### src/rtl/ice40_audio_fc_seq_if.sv
// Bundle of sequencer control, configuration and status signals for the
// FC layer control unit. The sequencer owns the slave side; whoever drives
// start/config/abort owns the master side.
//
// Handshake: o_rd_req is held high for the whole time the sequencer waits in
// INIT_BIAS. The input buffer answers with i_rd_rdy. The sequencer leaves
// INIT_BIAS on the first rising clock edge at which o_rd_req and i_rd_rdy are
// both high. i_rd_rdy has no effect while o_rd_req is low.
interface ice40_audio_fc_seq_if #(
    parameter int DATA_W = 12,
    parameter int CNT_W  = 6,
    parameter int BLK_W  = 8,
    parameter int CYC_W  = 32
);
    logic              i_start;
    logic              i_repeat_run;
    logic              i_abort;
    logic [DATA_W-1:0] i_cfg_num_data;
    logic [CNT_W-1:0]  i_cfg_num_round;
    logic [CNT_W-1:0]  i_cfg_num_chunk;
    logic [1:0]        i_cfg_num_plane;
    logic [BLK_W-1:0]  i_cfg_stride;
    logic [BLK_W-1:0]  i_blk_idx;
    logic              i_rd_rdy;
    logic              o_rd_req;
    logic [BLK_W-1:0]  o_blk_idx;
    logic [CYC_W-1:0]  o_cycles;
    logic [CNT_W-1:0]  o_bias_addr;
    logic              o_init;
    logic              o_rst_raddr;
    logic              o_rst_waddr;
    logic              o_rst_wgt_addr;
    logic              o_fc_run;
    logic              o_input_rd;
    logic              o_wgt_rd;
    logic              o_init_bias;
    logic              o_fc_ps_shift;
    logic              o_busy;
    logic              o_done;
    logic              o_aborted;
    logic [2:0]        dbg_state;

    modport master (
        output i_start, i_repeat_run, i_abort, i_cfg_num_data, i_cfg_num_round,
               i_cfg_num_chunk, i_cfg_num_plane, i_cfg_stride, i_blk_idx, i_rd_rdy,
        input  o_rd_req, o_blk_idx, o_cycles, o_bias_addr, o_init, o_rst_raddr,
               o_rst_waddr, o_rst_wgt_addr, o_fc_run, o_input_rd, o_wgt_rd,
               o_init_bias, o_fc_ps_shift, o_busy, o_done, o_aborted, dbg_state
    );

    modport slave (
        input  i_start, i_repeat_run, i_abort, i_cfg_num_data, i_cfg_num_round,
               i_cfg_num_chunk, i_cfg_num_plane, i_cfg_stride, i_blk_idx, i_rd_rdy,
        output o_rd_req, o_blk_idx, o_cycles, o_bias_addr, o_init, o_rst_raddr,
               o_rst_waddr, o_rst_wgt_addr, o_fc_run, o_input_rd, o_wgt_rd,
               o_init_bias, o_fc_ps_shift, o_busy, o_done, o_aborted, dbg_state
    );
endinterface

### src/rtl/ice40_audio_fc_seq.sv
// Control sequencer for the keyword-spotting FC MAC array. Walks
// plane/chunk/round loops with runtime bounds latched at start, issues bias
// init, input/weight read strobes and partial-sum shift pulses, and reports
// busy/done/aborted status plus a busy-cycle count.
module ice40_audio_fc_seq #(
    parameter int DATA_W       = 12,
    parameter int CNT_W        = 6,
    parameter int BLK_W        = 8,
    parameter int NUM_OUTPUT   = 1,
    parameter int POST_GAP     = 2,
    parameter int START_OFFSET = 130,
    parameter int PLANE_OFFSET = 128,
    parameter int CYC_W        = 32
) (
    input  logic clk,
    input  logic reset,
    ice40_audio_fc_seq_if.slave bus
);
    localparam logic [2:0] S_IDLE       = 3'd0;
    localparam logic [2:0] S_INIT_BIAS  = 3'd1;
    localparam logic [2:0] S_RUN_ROUND  = 3'd2;
    localparam logic [2:0] S_RST_ADDR   = 3'd3;
    localparam logic [2:0] S_NEXT_CHUNK = 3'd4;
    localparam logic [2:0] S_NEXT_PLANE = 3'd5;
    localparam logic [2:0] S_WAIT_WRITE = 3'd6;
    localparam logic [2:0] S_HOLD       = 3'd7;

    localparam logic [3:0]       DRAIN_LOAD = 4'(NUM_OUTPUT + POST_GAP);
    localparam logic [3:0]       NUM_OUT4   = 4'(NUM_OUTPUT);
    localparam logic [BLK_W-1:0] START_OFF  = BLK_W'(START_OFFSET);
    localparam logic [BLK_W-1:0] PLANE_OFF  = BLK_W'(PLANE_OFFSET);
    localparam logic [DATA_W:0]  TWO        = 2;

    logic [2:0]        state, state_nxt;
    logic [DATA_W-1:0] num_data;
    logic [CNT_W-1:0]  num_round, num_chunk;
    logic [1:0]        num_plane;
    logic [BLK_W-1:0]  stride, start_blk;
    // One bit wider than num_data so num_data+2 never wraps
    logic [DATA_W:0]   data_cnt;
    logic [CNT_W-1:0]  round_cnt, chunk_cnt;
    logic [1:0]        plane_cnt;
    logic [3:0]        output_cnt;
    logic [BLK_W-1:0]  blk_idx;
    logic [CYC_W-1:0]  cycles;
    logic [CNT_W-1:0]  bias_addr;
    logic              input_rd, wgt_rd, init_bias, ps_shift, aborted;
    logic              busy, start_acc, abort_hit, round_done;

    assign busy       = (state != S_IDLE) && (state != S_HOLD);
    assign start_acc  = (state == S_IDLE) && bus.i_start;
    assign abort_hit  = busy && bus.i_abort;
    assign round_done = (state == S_RUN_ROUND) && (data_cnt == ({1'b0, num_data} + TWO));

    // Next-state selection; abort overrides every other transition
    always_comb begin
        state_nxt = state;
        case (state)
            S_IDLE:       if (bus.i_start) state_nxt = S_INIT_BIAS;
            S_INIT_BIAS:  if (bus.i_rd_rdy) state_nxt = S_RUN_ROUND;
            S_RUN_ROUND:  if (round_done)
                              state_nxt = (round_cnt == num_round) ? S_NEXT_CHUNK : S_RST_ADDR;
            S_RST_ADDR:   state_nxt = S_INIT_BIAS;
            S_NEXT_CHUNK: state_nxt = (chunk_cnt == num_chunk) ? S_NEXT_PLANE : S_INIT_BIAS;
            S_NEXT_PLANE: state_nxt = (plane_cnt == num_plane) ? S_WAIT_WRITE : S_INIT_BIAS;
            S_WAIT_WRITE: if (output_cnt == 4'd0) state_nxt = S_HOLD;
            S_HOLD:       if (!(bus.i_start && !bus.i_repeat_run)) state_nxt = S_IDLE;
            default:      state_nxt = S_IDLE;
        endcase
        if (abort_hit) state_nxt = S_IDLE;
    end

    // State register
    always_ff @(posedge clk) begin
        if (reset) state <= S_IDLE;
        else       state <= state_nxt;
    end

    // Latch run configuration once at start so mid-run config changes are ignored
    always_ff @(posedge clk) begin
        if (reset) begin
            num_data  <= '0;
            num_round <= '0;
            num_chunk <= '0;
            num_plane <= '0;
            stride    <= '0;
            start_blk <= '0;
        end else if (start_acc) begin
            num_data  <= (bus.i_cfg_num_data == '0) ? {{(DATA_W-1){1'b0}}, 1'b1}
                                                    : bus.i_cfg_num_data;
            num_round <= bus.i_cfg_num_round;
            num_chunk <= bus.i_cfg_num_chunk;
            num_plane <= bus.i_cfg_num_plane;
            stride    <= bus.i_cfg_stride;
            start_blk <= bus.i_blk_idx;
        end
    end

    // Loop counters and output drain counter
    always_ff @(posedge clk) begin
        if (reset) begin
            data_cnt   <= '0;
            round_cnt  <= '0;
            chunk_cnt  <= '0;
            plane_cnt  <= '0;
            output_cnt <= '0;
        end else begin
            if (state == S_IDLE || state == S_INIT_BIAS) data_cnt <= '0;
            else if (state == S_RUN_ROUND)               data_cnt <= data_cnt + 1'b1;

            if (state == S_IDLE || state == S_NEXT_CHUNK) round_cnt <= '0;
            else if (state == S_RST_ADDR)                 round_cnt <= round_cnt + 1'b1;

            if (state == S_IDLE || state == S_NEXT_PLANE) chunk_cnt <= '0;
            else if (state == S_NEXT_CHUNK)               chunk_cnt <= chunk_cnt + 1'b1;

            if (state == S_IDLE)            plane_cnt <= '0;
            else if (state == S_NEXT_PLANE) plane_cnt <= plane_cnt + 1'b1;

            if (abort_hit)                  output_cnt <= '0;
            else if (round_done)            output_cnt <= DRAIN_LOAD;
            else if (output_cnt != 4'd0)    output_cnt <= output_cnt - 4'd1;
        end
    end

    // Read block index, busy-cycle counter and bias address
    always_ff @(posedge clk) begin
        if (reset) begin
            blk_idx   <= '0;
            cycles    <= '0;
            bias_addr <= '0;
        end else begin
            if (start_acc)                  blk_idx <= bus.i_blk_idx - START_OFF;
            else if (state == S_NEXT_CHUNK) blk_idx <= blk_idx + stride;
            else if (state == S_NEXT_PLANE) blk_idx <= start_blk - PLANE_OFF;

            if (start_acc)                  cycles <= '0;
            else if (busy && !abort_hit)    cycles <= cycles + 1'b1;

            if (state == S_IDLE)            bias_addr <= '0;
            else if (init_bias)             bias_addr <= bias_addr + 1'b1;
        end
    end

    // Registered strobes: read window of num_data cycles, shift pulses, abort pulse
    always_ff @(posedge clk) begin
        if (reset) begin
            input_rd  <= 1'b0;
            wgt_rd    <= 1'b0;
            init_bias <= 1'b0;
            ps_shift  <= 1'b0;
            aborted   <= 1'b0;
        end else begin
            init_bias <= (state == S_INIT_BIAS);
            aborted   <= abort_hit;
            ps_shift  <= !abort_hit && (output_cnt != 4'd0) && (output_cnt <= NUM_OUT4);
            if (abort_hit || state != S_RUN_ROUND) begin
                input_rd <= 1'b0;
                wgt_rd   <= 1'b0;
            end else if (data_cnt == {1'b0, num_data}) begin
                input_rd <= 1'b0;
                wgt_rd   <= 1'b0;
            end else if (data_cnt == '0) begin
                input_rd <= 1'b1;
                wgt_rd   <= 1'b1;
            end
        end
    end

    assign bus.o_rd_req       = (state == S_INIT_BIAS);
    assign bus.o_fc_run       = (state == S_RUN_ROUND);
    assign bus.o_busy         = busy;
    assign bus.o_done         = (state == S_HOLD);
    assign bus.o_init         = (state == S_IDLE);
    assign bus.o_rst_raddr    = (state == S_IDLE) || (state == S_RST_ADDR);
    assign bus.o_rst_waddr    = (state == S_IDLE) || ((state == S_WAIT_WRITE) && (output_cnt == 4'd0));
    assign bus.o_rst_wgt_addr = (state == S_IDLE) || (state == S_NEXT_CHUNK);
    assign bus.o_blk_idx      = blk_idx;
    assign bus.o_cycles       = cycles;
    assign bus.o_bias_addr    = bias_addr;
    assign bus.o_input_rd     = input_rd;
    assign bus.o_wgt_rd       = wgt_rd;
    assign bus.o_init_bias    = init_bias;
    assign bus.o_fc_ps_shift  = ps_shift;
    assign bus.o_aborted      = aborted;
    assign bus.dbg_state      = state;
endmodule

### src/flat_wrapper.sv
// flat-port wrapper written by rule: the top's interface ports become plain ports
module ice40_audio_fc_seq_flat 
#(
    parameter int DATA_W       = 12,
    parameter int CNT_W        = 6,
    parameter int BLK_W        = 8,
    parameter int NUM_OUTPUT   = 1,
    parameter int POST_GAP     = 2,
    parameter int START_OFFSET = 130,
    parameter int PLANE_OFFSET = 128,
    parameter int CYC_W        = 32
)
  (clk, reset, bus_i_start, bus_i_repeat_run, bus_i_abort, bus_i_cfg_num_data, bus_i_cfg_num_round, bus_i_cfg_num_chunk, bus_i_cfg_num_plane, bus_i_cfg_stride, bus_i_blk_idx, bus_i_rd_rdy, bus_o_rd_req, bus_o_blk_idx, bus_o_cycles, bus_o_bias_addr, bus_o_init, bus_o_rst_raddr, bus_o_rst_waddr, bus_o_rst_wgt_addr, bus_o_fc_run, bus_o_input_rd, bus_o_wgt_rd, bus_o_init_bias, bus_o_fc_ps_shift, bus_o_busy, bus_o_done, bus_o_aborted, bus_dbg_state);
  ice40_audio_fc_seq_if #(.DATA_W(DATA_W), .CNT_W(CNT_W), .BLK_W(BLK_W), .CYC_W(CYC_W)) bus_i ();
  input  logic clk;
  input  logic reset;
  input wire logic [$bits(bus_i.i_start)-1:0] bus_i_start;
  input wire logic [$bits(bus_i.i_repeat_run)-1:0] bus_i_repeat_run;
  input wire logic [$bits(bus_i.i_abort)-1:0] bus_i_abort;
  input wire logic [$bits(bus_i.i_cfg_num_data)-1:0] bus_i_cfg_num_data;
  input wire logic [$bits(bus_i.i_cfg_num_round)-1:0] bus_i_cfg_num_round;
  input wire logic [$bits(bus_i.i_cfg_num_chunk)-1:0] bus_i_cfg_num_chunk;
  input wire logic [$bits(bus_i.i_cfg_num_plane)-1:0] bus_i_cfg_num_plane;
  input wire logic [$bits(bus_i.i_cfg_stride)-1:0] bus_i_cfg_stride;
  input wire logic [$bits(bus_i.i_blk_idx)-1:0] bus_i_blk_idx;
  input wire logic [$bits(bus_i.i_rd_rdy)-1:0] bus_i_rd_rdy;
  output wire logic [$bits(bus_i.o_rd_req)-1:0] bus_o_rd_req;
  output wire logic [$bits(bus_i.o_blk_idx)-1:0] bus_o_blk_idx;
  output wire logic [$bits(bus_i.o_cycles)-1:0] bus_o_cycles;
  output wire logic [$bits(bus_i.o_bias_addr)-1:0] bus_o_bias_addr;
  output wire logic [$bits(bus_i.o_init)-1:0] bus_o_init;
  output wire logic [$bits(bus_i.o_rst_raddr)-1:0] bus_o_rst_raddr;
  output wire logic [$bits(bus_i.o_rst_waddr)-1:0] bus_o_rst_waddr;
  output wire logic [$bits(bus_i.o_rst_wgt_addr)-1:0] bus_o_rst_wgt_addr;
  output wire logic [$bits(bus_i.o_fc_run)-1:0] bus_o_fc_run;
  output wire logic [$bits(bus_i.o_input_rd)-1:0] bus_o_input_rd;
  output wire logic [$bits(bus_i.o_wgt_rd)-1:0] bus_o_wgt_rd;
  output wire logic [$bits(bus_i.o_init_bias)-1:0] bus_o_init_bias;
  output wire logic [$bits(bus_i.o_fc_ps_shift)-1:0] bus_o_fc_ps_shift;
  output wire logic [$bits(bus_i.o_busy)-1:0] bus_o_busy;
  output wire logic [$bits(bus_i.o_done)-1:0] bus_o_done;
  output wire logic [$bits(bus_i.o_aborted)-1:0] bus_o_aborted;
  output wire logic [$bits(bus_i.dbg_state)-1:0] bus_dbg_state;
  assign bus_i.i_start = bus_i_start;
  assign bus_i.i_repeat_run = bus_i_repeat_run;
  assign bus_i.i_abort = bus_i_abort;
  assign bus_i.i_cfg_num_data = bus_i_cfg_num_data;
  assign bus_i.i_cfg_num_round = bus_i_cfg_num_round;
  assign bus_i.i_cfg_num_chunk = bus_i_cfg_num_chunk;
  assign bus_i.i_cfg_num_plane = bus_i_cfg_num_plane;
  assign bus_i.i_cfg_stride = bus_i_cfg_stride;
  assign bus_i.i_blk_idx = bus_i_blk_idx;
  assign bus_i.i_rd_rdy = bus_i_rd_rdy;
  assign bus_o_rd_req = bus_i.o_rd_req;
  assign bus_o_blk_idx = bus_i.o_blk_idx;
  assign bus_o_cycles = bus_i.o_cycles;
  assign bus_o_bias_addr = bus_i.o_bias_addr;
  assign bus_o_init = bus_i.o_init;
  assign bus_o_rst_raddr = bus_i.o_rst_raddr;
  assign bus_o_rst_waddr = bus_i.o_rst_waddr;
  assign bus_o_rst_wgt_addr = bus_i.o_rst_wgt_addr;
  assign bus_o_fc_run = bus_i.o_fc_run;
  assign bus_o_input_rd = bus_i.o_input_rd;
  assign bus_o_wgt_rd = bus_i.o_wgt_rd;
  assign bus_o_init_bias = bus_i.o_init_bias;
  assign bus_o_fc_ps_shift = bus_i.o_fc_ps_shift;
  assign bus_o_busy = bus_i.o_busy;
  assign bus_o_done = bus_i.o_done;
  assign bus_o_aborted = bus_i.o_aborted;
  assign bus_dbg_state = bus_i.dbg_state;
  ice40_audio_fc_seq #(.DATA_W(DATA_W), .CNT_W(CNT_W), .BLK_W(BLK_W), .NUM_OUTPUT(NUM_OUTPUT), .POST_GAP(POST_GAP), .START_OFFSET(START_OFFSET), .PLANE_OFFSET(PLANE_OFFSET), .CYC_W(CYC_W)) u_core (.clk(clk), .reset(reset), .bus(bus_i));
endmodule
### config.mk
export PLATFORM = sky130hd
export DESIGN_NAME = ice40_audio_fc_seq_flat
export DESIGN_NICKNAME = d
export VERILOG_FILES = /design/src/rtl/ice40_audio_fc_seq_if.sv /design/src/rtl/ice40_audio_fc_seq.sv /design/src/flat_wrapper.sv
export SDC_FILE = /design/constraint.sdc
export NUM_CORES = 1
export LEC_CHECK = 0
export ABC_AREA = 0
export CAP_MARGIN = 20
export CORE_ASPECT_RATIO = 1.5
export CORE_UTILIZATION = 58
export CTS_CLUSTER_DIAMETER = 60
export DETAILED_ROUTE_END_ITERATION = 7
export PLACE_DENSITY = 0.92
export SYNTH_ARGS = -nofsm -noshare
export SYNTH_HDL_FRONTEND = slang
export SYNTH_SLANG_ARGS = --single-unit
### constraint.sdc
create_clock -name clk -period 3.2 [get_ports clk]
set_clock_uncertainty 0.15 [all_clocks]
set_input_delay 0.48 -clock clk [delete_from_list [all_inputs] [get_ports clk]]
set_output_delay 0.48 -clock clk [all_outputs]
set_load 0.03 [all_outputs]
* Word level (Yosys, flattened, before mapping)
Index checks and enable logic that the tools add are counted.
Widths: inputs -> output; s select.
** Storage, ports and cells
- Input port bits :: 48
- Output and inout port bits :: 62
- Bits in registers :: 126
- Logic and storage cells :: 100
** Cells by class
- Add/subtract/negate cells :: 11
- Order comparisons :: 1
- Eq/ne operators :: 19
- Reductions and logical operators :: 34
- Mux-type cells :: 15
** Operators by type and width (count)
- $add 32x1->32 const B :: 1
- $mux 3 :: 8
- $mux 8 :: 3
- $pmux 3 s8 :: 1
- $add 6x1->6 const B :: 3
- $sub 8x8->8 const B :: 2
- $add 12x2->13 const B :: 1
- $add 13x1->13 const B :: 1
- $eq 13x12->1 :: 1
- $eq 13x13->1 :: 1
- $logic_not 13->1 :: 1
- $eq 3x3->1 const B :: 4
- $eq 6x6->1 :: 2
- $logic_not 12->1 :: 1
- $mux 12 :: 1
- $reduce_or 2->1 :: 6
- $logic_and 1x1->1 :: 9
- $add 8x8->8 :: 1
- $ne 2x2->1 const B :: 4
- $eq 3x2->1 const B :: 2
- $logic_or 1x1->1 :: 6
- $reduce_bool 3->1 :: 2
- $reduce_or 3->1 :: 2
- $reduce_and 5->1 :: 1
- 14 further kinds :: 16

* Depth between registers and ports, before layout
- Depth in word-level cells :: 6
- Gate-level depth with buffers :: 9
- Mapped depth without buffers :: 9

* Worst setup path after synthesis
OpenSTA, ideal clock, no wires.
- Path kind :: register to register
- Start point :: register u_core.state[0] (netlist: u_core.bus.dbg_state[0])
- End point :: register u_core.state[2] (netlist: u_core.bus.dbg_state[2])
- Required time :: 2.975 ns
- Stages on the path, launching flop included :: 8
- Arrival :: 2.450 ns
- Path slack :: 0.526 ns
- Library setup time :: 0.075 ns
- Clock period less this slack :: 2.674 ns
- Path buffers :: 1
- Path through :: dfxtp_1 > buf_2 > nor3_2 > nor2_1 > a21o_1 > a31oi_1 > o21ai_0 > o22ai_1
** Between the ends
- Elaborated cells between the ends (all ways) :: 21
- Those cells by class :: 13 x eq/ne; 1 x mux; 7 x reduce/logical
** RTL lines
- start, declared :: line ice40_audio_fc_seq.sv:34 : logic [2:0] state, state_nxt;
- start signal, assigned :: line ice40_audio_fc_seq.sv:76 : else state <= state_nxt;
- $logic_not 3->1 (*)
- named net bus_o_init :: line flat_wrapper.sv:31 : output wire logic [$bits(bus_i.o_init)-1:0] bus_o_init;
- $ne 2x2->1 (no line)
- $reduce_and 5->1 (no line)
The timed path passes the listed nets; every way through them passes the cells marked *.
A chain may end at the register's enable or synchronous reset.

* Final worst setup path
- Start point :: register u_core.output_cnt[1]
- End point :: output bus_o_rst_waddr
** Between the ends
- Longest elaborated chain between the ends :: 3
** RTL lines
- start, declared :: line ice40_audio_fc_seq.sv:43 : logic [3:0] output_cnt;
- start signal, assigned :: line ice40_audio_fc_seq.sv:122 : else if (output_cnt != 4'd0) output_cnt <= output_cnt - 4'd1;
- $logic_not 4->1 :: line ice40_audio_fc_seq.sv:176 : assign bus.o_rst_waddr = (state == S_IDLE) || ((state == S_WAIT_WRITE) && (output_cnt == 4'd0));
- $logic_and 1x1->1 :: line ice40_audio_fc_seq.sv:176
- $logic_or 1x1->1 :: line ice40_audio_fc_seq.sv:176
- end, declared :: line flat_wrapper.sv:33 : output wire logic [$bits(bus_i.o_rst_waddr)-1:0] bus_o_rst_waddr;
Every way passes these cells.

==> impl_metrics.env <==
export IMPL_avgSynthCellArea_um2=8.16
export IMPL_ant_nets=0
export IMPL_synthesis_area_mm2=0.00640
export IMPL_post_dp_cell_area_mm2=0.00757
export IMPL_reg2reg_depth=5
export IMPL_timing_rr_start="u_core.bus.dbg_state[2]$_SDFFE_PP0P_"
export IMPL_cp_cell_sequence="inv_1 -> ha_1 -> nor3b_1 -> buf_4 -> a21oi_1 -> nor2_1 -> clkdlybuf4s50_1"
export IMPL_crit_end="bus_o_rst_waddr"
export IMPL_p_per_area_mw_per_mm2=724
export IMPL_gp_congestion=0.894
export IMPL_post_cts_setup_buffers=0
export IMPL_num_nets_final=954
export IMPL_track_usage_pct=29.2
export IMPL_hold_depth=2
export IMPL_worst_setup_path_type="reg2out"
export IMPL_synth_seq_cells=126
export IMPL_die_w_um=87.8
export IMPL_seq_area_frac_synth_pct=39.4
export IMPL_drt_iter0_markers=381
export IMPL_syn_to_final_growth_pct=27.7
export IMPL_critPathMaxFanout=5
export IMPL_antenna_found_initial=0
export IMPL_path_clk_slew_ns=0.05
export IMPL_rsz0062_at_grt="no"
export IMPL_r2r_slack_ns=0.70
export IMPL_arrival_ns=2.35
export IMPL_vias=6009
export IMPL_setup_violations=0
export IMPL_grt_pass1_wl_um=26100
export IMPL_syn_nets=852
export IMPL_dr_pass1_iters=5
export IMPL_drc=0
export IMPL_p_comb_share_pct=34.3
export IMPL_seqPwrFrac_pct=32.7
export IMPL_fin_util_pct=76.8
export IMPL_required_ns=2.57
export IMPL_clockRootBuffer="clkbuf_16"
export IMPL_core_area_mm2=0.0106
export IMPL_synth_edf_count=0
export IMPL_post_route_min_period_ns=2.98
export IMPL_clkLatencyLatePin_ns=0.42
export IMPL_cts_buffers=17
export IMPL_ys_types=60
export IMPL_die_area_mm2=0.0115
export IMPL_slowest_delay_ns=0.71
export IMPL_start_util_pct=60.1
export IMPL_postCtsHoldBufs=0
export IMPL_cp_slowest_cell="clkdlybuf4s50_1"
export IMPL_cts_path_max_buffers=2
export IMPL_synth_async_sr_flop_share_pct=0
export IMPL_cts_resized=0
export IMPL_switching_power_mw=2.11
export IMPL_finalCritPeriodShare_pct=93.3
export IMPL_reg2reg_to="u_core.bus.o_cycles[25]$_SDFFE_PP0P_"
export IMPL_slew_viol_final=0
export IMPL_switching_share_pct=35.7
export IMPL_viasPerCell=5.76
export IMPL_pwr_share_clk_pct=33.0
export IMPL_fin_area_mm2=0.00818
export IMPL_place_hpwl_um=10800
export IMPL_worstMarginPinSlew_ns=0.674
export IMPL_grt_pass1_vias=5721
export IMPL_grt_max_degree=46
export IMPL_critPathLaunch="u_core.output_cnt[1]$_SDFFE_PP0P_"
export IMPL_cts_tree="done"
export IMPL_io_buffers=109
export IMPL_fmax_mhz=335
export IMPL_critPathBufInv=3
export IMPL_rows=46
export IMPL_p_int_mw=3.81
export IMPL_ioPinCount=110
export IMPL_ctsHtreeMaxLevel=4
export IMPL_hold_class="in2reg"
export IMPL_synth_warnings=0
export IMPL_cts_num_sinks=126
export IMPL_setup_tns_ns=0
export IMPL_hold_viol_final=0
export IMPL_crit_family="buffers and inverters"
export IMPL_drv_cap=0
export IMPL_end_kind="output pin"
export IMPL_yosys_most_used_dff="dfxtp_1"
export IMPL_wl_per_cell_um=15.2
export IMPL_drt_wl_total_um=15900
export IMPL_max_slew_margin_pct=54.8
export IMPL_netlist_instances=785
export IMPL_die_h_um=131
export IMPL_leakage_nw=2.96
export IMPL_peakVddDrop_uv=603
export IMPL_status="complete, no violations"
export IMPL_grt_ovfl_total=0
export IMPL_start_kind="flip-flop"
export IMPL_n_antenna_cell=0
export IMPL_worst_path_stages=7
export IMPL_drive_above_1_share_pct=7.00
## sequential cells by signal, indices dropped and copies added, names as in the netlist, 2 cells and up
name	count
u_core.bus.dbg_state	3
u_core.bus.o_bias_addr	6
u_core.bus.o_blk_idx	8
u_core.bus.o_cycles	32
u_core.chunk_cnt	6
u_core.data_cnt	13
u_core.num_chunk	6
u_core.num_data	12
u_core.num_plane	2
u_core.num_round	6
u_core.output_cnt	4
u_core.plane_cnt	2
u_core.round_cnt	6
u_core.start_blk	8
u_core.stride	8
## stage by stage
step | hold WS [ns] | worst slack [ns] | cells | total power [mW]
after floorplan | 0.282 | 0.526 | 785 | 3.30
after global placement | 0.292 | 0.620 | 1012 | 3.88
after detailed placement | 0.295 | 0.529 | 1012 | 3.93
after CTS | 0.270 | 0.201 | 1044 | 5.92
after global routing | 0.298 | 0.0903 | 1044 | 6.20
final | 0.283 | 0.215 | 1044 | 5.92
## worst min path at each step
stage                                     start                                to  slack, ns
6_report                                  reset  u_core.num_chunk[4]$_SDFFE_PP0P_       0.28
5_1_grt                                   reset  u_core.plane_cnt[1]$_SDFFE_PP0P_       0.30
4_1_cts                                   reset  u_core.num_chunk[4]$_SDFFE_PP0P_       0.27
3_5_place_dp   u_core.start_blk[0]$_SDFFE_PP0P_  u_core.start_blk[0]$_SDFFE_PP0P_       0.30
3_3_place_gp   u_core.start_blk[0]$_SDFFE_PP0P_  u_core.start_blk[0]$_SDFFE_PP0P_       0.29
2_1_floorplan  u_core.start_blk[0]$_SDFFE_PP0P_  u_core.start_blk[0]$_SDFFE_PP0P_       0.28
## power by group through the flow
stage	Clock [mW]	Combinational [mW]	Sequential (mW)
after global placement	0	1.93	1.96
after CTS	1.96	2.02	1.93
after detailed placement	0	1.97	1.96
after floorplan	0	1.28	2.03
final	1.95	2.03	1.94
after global routing	2.05	2.20	1.96
## layout make-up
cell class,count,area [um^2]
Multi-Input combinational cell,602,3620
Tap cell,144,180
Sequential cell,126,2520
Timing Repair Buffer,121,1180
Fill cell,687,2470
Clock inverter,10,138
Inverter,19,71.3
Clock buffer,22,464
## synth_stat cells, types with 2 or more instances
cell,number,area share (%)
buf_1,3,0.18
clkbuf_1,19,1.1
a21oi_1,69,5.4
o21ai_0,21,1.6
nor2_1,85,5.0
a211oi_1,3,0.35
a22o_1,4,0.55
or2_2,4,0.39
nor4_4,2,0.66
mux2i_1,8,1.3
mux2_2,3,0.53
and2_1,2,0.20
or3_1,10,0.98
xor2_1,50,6.8
nor4_1,11,1.1
and3_1,4,0.39
o21bai_1,3,0.35
nand4_1,17,1.7
ha_1,18,3.5
nor4_2,2,0.39
nand3_2,2,0.31
nand2b_1,7,0.68
o22ai_1,3,0.29
nand2_1,129,7.6
o31ai_1,5,0.59
nor3_1,21,1.6
o221ai_1,2,0.27
buf_6,3,0.53
a31oi_1,3,0.29
o21a_1,6,0.70
o211ai_1,3,0.35
and4_1,5,0.68
or4_1,2,0.23
nand3_1,26,2.0
a21boi_0,2,0.23
nor3b_1,2,0.23
nor4b_1,2,0.27
nor2b_1,8,0.78
a21o_1,4,0.47
dfxtp_1,126,39
xnor2_1,38,5.2
inv_1,18,1.1
nor3_2,2,0.31
buf_2,12,0.94
## kinds of logic (layout without fill, tap and decap cells)
kind of cell / after synthesis / in the layout / share of synthesized area, %
AO/OA/AOI/OAI: 135 / 135 / 12.4
XOR/XNOR: 88 / 88 / 12.0
adder cells (fa/ha/maj): 19 / 19 / 3.83
buffers and inverters: 57 / 172 / 3.99
flip-flops: 126 / 126 / 39.4
multiplexers: 11 / 11 / 1.78
AND/OR/NAND/NOR: 349 / 349 / 26.5
## worst register-to-register path: cells and delay by family, from the launching register on
family | cells | cell delay [ns]
AND/OR/NAND/NOR | 4 | 1.41
flip-flops | 1 | 0.71
AO/OA/AOI/OAI | 1 | 0.15
## cells in the final DEF (no fill, tap or decap), types with 4 or more instances in the layout
master,synthesis,final
a22o_1,4,4
nand2b_1,7,7
mux2i_1,8,8
xnor2_1,38,38
clkinvlp_4,0,5
nand2_1,129,129
a21o_1,4,4
nor2_1,85,85
nor2b_1,8,8
or2_2,4,4
o31ai_1,5,5
or3_1,10,10
o21ai_0,21,21
and3_1,4,4
clkbuf_16,0,17
dfxtp_1,126,126
buf_4,1,12
nand3_1,26,26
nor3_1,21,21
nand4_1,17,17
ha_1,18,18
nor4_1,11,11
xor2_1,50,50
and4_1,5,5
a21oi_1,69,69
clkdlybuf4s50_1,0,108
inv_1,18,18
o21a_1,6,6
## layer usage
layer	vias to the layer above	wire length [um]	track usage [%]	share of wire (%)
li1	2897	-	-	-
met1	2829	6010	31.0	38
met2	237	8550	53.8	54
met3	46	841	6.72	5.3
met4	0	490	13.1	3.1
met5	-	0	0	0
(Power assumes the default switching activity.)
